<file path="src/rtl/byte_serial_adder.sv">
// Adds two NBYTES-wide operands one byte per clock through an external 8-bit adder.
// Optional feature macro BSA_OVERFLOW_EN adds the registered signed-overflow output Ovf.
module byte_serial_adder #(
  parameter int NBYTES = 4
) (
  input  logic                  clk,
  input  logic                  rst,
  input  logic                  in_valid,
  output logic                  in_ready,
  input  logic [8*NBYTES-1:0]   A,
  input  logic [8*NBYTES-1:0]   B,
  input  logic                  Cin,
  output logic [7:0]            add_a,
  output logic [7:0]            add_b,
  output logic                  add_cin,
  input  logic [7:0]            add_sum,
  input  logic                  add_cout,
  output logic                  out_valid,
  input  logic                  out_ready,
  output logic [8*NBYTES-1:0]   Sum,
  output logic                  Cout
`ifdef BSA_OVERFLOW_EN
  ,
  output logic                  Ovf
`endif
);

  localparam int W    = 8 * NBYTES;
  localparam int IDXW = $clog2(NBYTES);
  localparam logic [IDXW-1:0] LAST_IDX = IDXW'(NBYTES - 1);

  typedef enum logic [1:0] {
    IDLE = 2'd0,
    RUN  = 2'd1,
    DONE = 2'd2
  } state_t;

  state_t          state_q, state_d;
  logic [W-1:0]    a_q, a_d;
  logic [W-1:0]    b_q, b_d;
  logic [W-1:0]    sum_q, sum_d;
  logic [IDXW-1:0] idx_q, idx_d;
  logic            cin_q, cin_d;
  logic            carry_q, carry_d;
  logic            cout_q, cout_d;
  logic [IDXW+2:0] bit_ofs;
`ifdef BSA_OVERFLOW_EN
  logic            ovf_q, ovf_d;
`endif

  assign bit_ofs   = {idx_q, 3'b000};
  assign in_ready  = (state_q == IDLE);
  assign out_valid = (state_q == DONE);
  assign Sum       = sum_q;
  assign Cout      = cout_q;
`ifdef BSA_OVERFLOW_EN
  assign Ovf       = ovf_q;
`endif

  // Next-state, byte datapath and adder drive.
  always_comb begin
    state_d = state_q;
    a_d     = a_q;
    b_d     = b_q;
    sum_d   = sum_q;
    idx_d   = idx_q;
    cin_d   = cin_q;
    carry_d = carry_q;
    cout_d  = cout_q;
`ifdef BSA_OVERFLOW_EN
    ovf_d   = ovf_q;
`endif
    add_a   = 8'h00;
    add_b   = 8'h00;
    add_cin = 1'b0;
    case (state_q)
      IDLE: begin
        if (in_valid) begin
          a_d     = A;
          b_d     = B;
          cin_d   = Cin;
          idx_d   = {IDXW{1'b0}};
          carry_d = 1'b0;
          state_d = RUN;
        end else begin
          state_d = IDLE;
        end
      end
      RUN: begin
        add_a   = 8'(a_q >> bit_ofs);
        add_b   = 8'(b_q >> bit_ofs);
        add_cin = (idx_q == {IDXW{1'b0}}) ? cin_q : carry_q;
        sum_d   = (sum_q & ~(W'(8'hFF) << bit_ofs)) | (W'(add_sum) << bit_ofs);
        carry_d = add_cout;
        if (idx_q == LAST_IDX) begin
          cout_d  = add_cout;
`ifdef BSA_OVERFLOW_EN
          // carry into the MSB recovered from the top byte's bit 7
          ovf_d   = add_a[7] ^ add_b[7] ^ add_sum[7] ^ add_cout;
`endif
          idx_d   = {IDXW{1'b0}};
          state_d = DONE;
        end else begin
          idx_d   = idx_q + IDXW'(1);
          state_d = RUN;
        end
      end
      DONE: begin
        if (out_ready) begin
          state_d = IDLE;
        end else begin
          state_d = DONE;
        end
      end
      default: begin
        state_d = IDLE;
      end
    endcase
  end

  // State and datapath registers with synchronous reset.
  always_ff @(posedge clk) begin
    if (rst) begin
      state_q <= IDLE;
      a_q     <= {W{1'b0}};
      b_q     <= {W{1'b0}};
      sum_q   <= {W{1'b0}};
      idx_q   <= {IDXW{1'b0}};
      cin_q   <= 1'b0;
      carry_q <= 1'b0;
      cout_q  <= 1'b0;
`ifdef BSA_OVERFLOW_EN
      ovf_q   <= 1'b0;
`endif
    end else begin
      state_q <= state_d;
      a_q     <= a_d;
      b_q     <= b_d;
      sum_q   <= sum_d;
      idx_q   <= idx_d;
      cin_q   <= cin_d;
      carry_q <= carry_d;
      cout_q  <= cout_d;
`ifdef BSA_OVERFLOW_EN
      ovf_q   <= ovf_d;
`endif
    end
  end

endmodule

</file>
<file path="config.mk">
export PLATFORM = sky130hd
export DESIGN_NAME = byte_serial_adder
export DESIGN_NICKNAME = d
export VERILOG_FILES = /design/src/rtl/byte_serial_adder.sv
export SDC_FILE = /design/constraint.sdc
export NUM_CORES = 1
export LEC_CHECK = 0
export ABC_CLOCK_PERIOD_IN_PS = 2200
export CORE_MARGIN = 1.5
export CORE_UTILIZATION = 49
export CTS_CLUSTER_SIZE = 30
export DETAILED_ROUTE_END_ITERATION = 12
export PLACE_DENSITY = 0.78
export RECOVER_POWER = 50
export SLEW_MARGIN = 15
export SYNTH_ARGS = -nofsm -noshare
export SYNTH_HDL_FRONTEND = slang
export SYNTH_SLANG_ARGS = --single-unit
</file>
<file path="constraint.sdc">
create_clock -name clk -period 2.2 [get_ports clk]
set_input_delay 0.33 -clock clk [delete_from_list [all_inputs] [get_ports clk]]
set_output_delay 0.33 -clock clk [all_outputs]
set_load 0.01 [all_outputs]
</file>
==> results.toml <==
[outcome]
status = "finished, final reports clean"

[floorplan]
initial_utilization_pct = 51.11
rows = 36
die_area_um2 = 10960
fp.dieH_um = 104.7
ios = 130
die-width_um = 104.7
fp.coreArea_um2 = 9910

[cells_and_area]
multi_input_area_um2 = 2552
n_antenna_cell = 0
drive_above_1_share_pct = 6.613
stdcell_count = 753
n_fill_cell = 841
layout.nets = 697
design_area_um2 = 6571
seq_area_um2 = 2066
area_delta_synth_final_pct = 29.74

[yosys]
yosysMostFrequentCell = "nand2b_1"
synth-edff-count = 0
ys_ff_latch = 103
yosys_warnings = 0
synthTopCellsByArea = "dfxtp_1, mux2i_1, nand2b_1"
syn_area_per_cell_um2 = 10.07
synth_top_cell_area_share_pct = 40.71
yosys-top-cells-count = "nand2b_1, dfxtp_1, mux2i_1"
synth_nets = 585
ys.flop_type = "dfxtp_1"
ys_async_sr_fraction_pct = 0
ys_seq_area_share_pct = 40.71
synth_top_area_cell = "dfxtp_1"
syn-cell-area_um2 = 5065
synthDistinctLibCells = 28
synth_cells = 503

[global_route]
grt_pass1_vias = 3875
grt_pass1_wl_um = 18740
grt.total_usage_pct = 21.17
grt_antenna_before_repair = 0
overflow = 0
grt_max_degree = 93

[worst_setup_path]
cp_max_fo = 8
worstSetupPathType = "flip-flop to output port"
startpoint_type = "flip-flop"
end_kind = "output port"
worstPathArrival_ns = 1.79
worstPathRequired_ns = 1.87

[sta]
max_freq_ghz = 0.4724
min_period_over_period_pct = 96.21
finalSetupViolCount = 0
setup_ws_ns = 0.08329
slew_headroom_pct = 18.25
finalMaxSlewViolations = 0
fin_worst_skew_ns = 0.01793
tightest_slew_ns = 1.226
layout_min_cycle_time_ns = 2.117
rsz0062_at_grt = "no"
final_hold_viol_count = 0
fin_tns_setup_ns = 0

[cts]
root_buffer = "clkbuf_8"
htreeDepth = 3
tritoncts = "built"
clk_latency_ns = 0.37
path_clk_slew_ns = 0.08
cts_buffers = 9
cts.sinks = 103
cts_buffer_depth = 2

[placement]
portBuffers = 129
gp_congestion = 0.8660
place_inst = 733
dpl_cell_area_um2 = 6381
post-place-ws_ns = 0.1773
hpwl_um = 8074

[routing]
vias = 3889
post_drt_wl_per_cell_um = 15.26
drtAntennaViolNets = 0
drt_first_iter_violations = 100
first_pass_iters = 6
viasPerCell = 5.165
drc = 0
wl_um = 11490

[power]
power-per-cell-area_nw_per_um2 = 605.0
peakVddDrop_uv = 370.3
p_leak_nw = 2.460

[min_path]
worst_hold_path_type = "flip-flop to flip-flop"

[run]
drv_cap = 0
## flip-flops by register name, summed over array words and instances, names as in the netlist
| name | count |
|---|---|
| Sum | 32 |
| idx_q | 2 |
| a_q | 32 |
| cin_q | 1 |
| b_q | 32 |
| Cout | 1 |
| carry_q | 1 |
| state_q | 2 |
## worst paths after layout
path	startpoint	to	slack, ns	depth (start not counted)
setup / recovery	idx_q[1]	add_b[6]	0.08	4
hold / removal	carry_q	carry_q	0.47	2
setup reg to reg	state_q[1]	b_q[16]	0.14	4
hold reg to reg	carry_q	carry_q	0.47	2
## report_power, final
part / leakage (nW) / internal (mW) / switching (mW)
Clock: 0.106 / 0.597 / 0.650
Sequential: 0.843 / 1.97 / 0.0619
Combinational: 1.51 / 0.404 / 0.295
Total: 2.46 / 2.97 / 1.01
## metrics by stage
| step | utilization (%) | hold slack, ns | total power, mW |
|---|---|---|---|
| 6_report | 66.31 | 0.4712 | 3.976 |
| 5_1_grt | 66.31 | 0.4987 | 4.148 |
| 4_1_cts | 66.70 | 0.4740 | 4.008 |
| 3_5_place_dp | 64.39 | 0.4606 | 2.771 |
| 3_3_place_gp | 64.39 | 0.4504 | 2.757 |
| 2_1_floorplan | - | 0.4385 | 2.499 |
## worst max-delay path: stages (launching register included)
cell,delay [ns]
dfxtp_1,0.32
or3b_1,0.44
buf_4,0.20
o22ai_1,0.18
dlygate4sd2_1,0.30
## cell families (layout without fill, tap and decap cells)
kind of cell	Yosys count	after routing	synth area share, %
adders and majority gates	4	4	0.9882
buffers and inverters	81	198	8.053
and+or+nand+nor	163	163	21.27
AOI/OAI and AO/OA	53	53	9.412
muxes	99	99	19.57
DFF	103	103	40.71
## repair_timing
item / in CTS / in global routing
hold buffers: 0 / 0
buffers inserted: 0 / 3
cloned: 1 / 0
pin swaps: 0 / 0
setup endpoints to repair: 17 / 1
gates resized for setup: 18 / 0
## final cells by class
| class | count | share of cell area [%] |
|---|---|---|
| clock buffer | 11 | 2.304 |
| clock inverter | 5 | 0.9711 |
| inverter | 35 | 1.999 |
| multi-input combinational | 319 | 38.84 |
| sequential | 103 | 31.44 |
| tap | 133 | 2.532 |
| timing repair buffer | 147 | 21.92 |
## layout by cell type (no fill, tap or decap), types with 4 or more instances in the layout
cell type,Yosys,layout
nand2b_1,141,141
clkdlybuf4s50_1,0,111
dfxtp_1,103,102
mux2i_1,99,99
inv_1,35,35
o32ai_1,25,31
dlygate4sd2_1,0,17
o22ai_1,16,16
buf_4,7,14
clkbuf_8,0,11
or3b_1,4,4
ha_1,4,4
## layer usage
metal / vias to the layer above / share of wire (%) / track usage (%)
li1: 1940 / - / -
met1: 1826 / 45 / 25.87
met2: 110 / 48 / 36.80
met3: 13 / 5.4 / 5.490
met4: 0 / 1.4 / 5.773
met5: - / 0 / 0
Power figures use the tool's default switching activity.
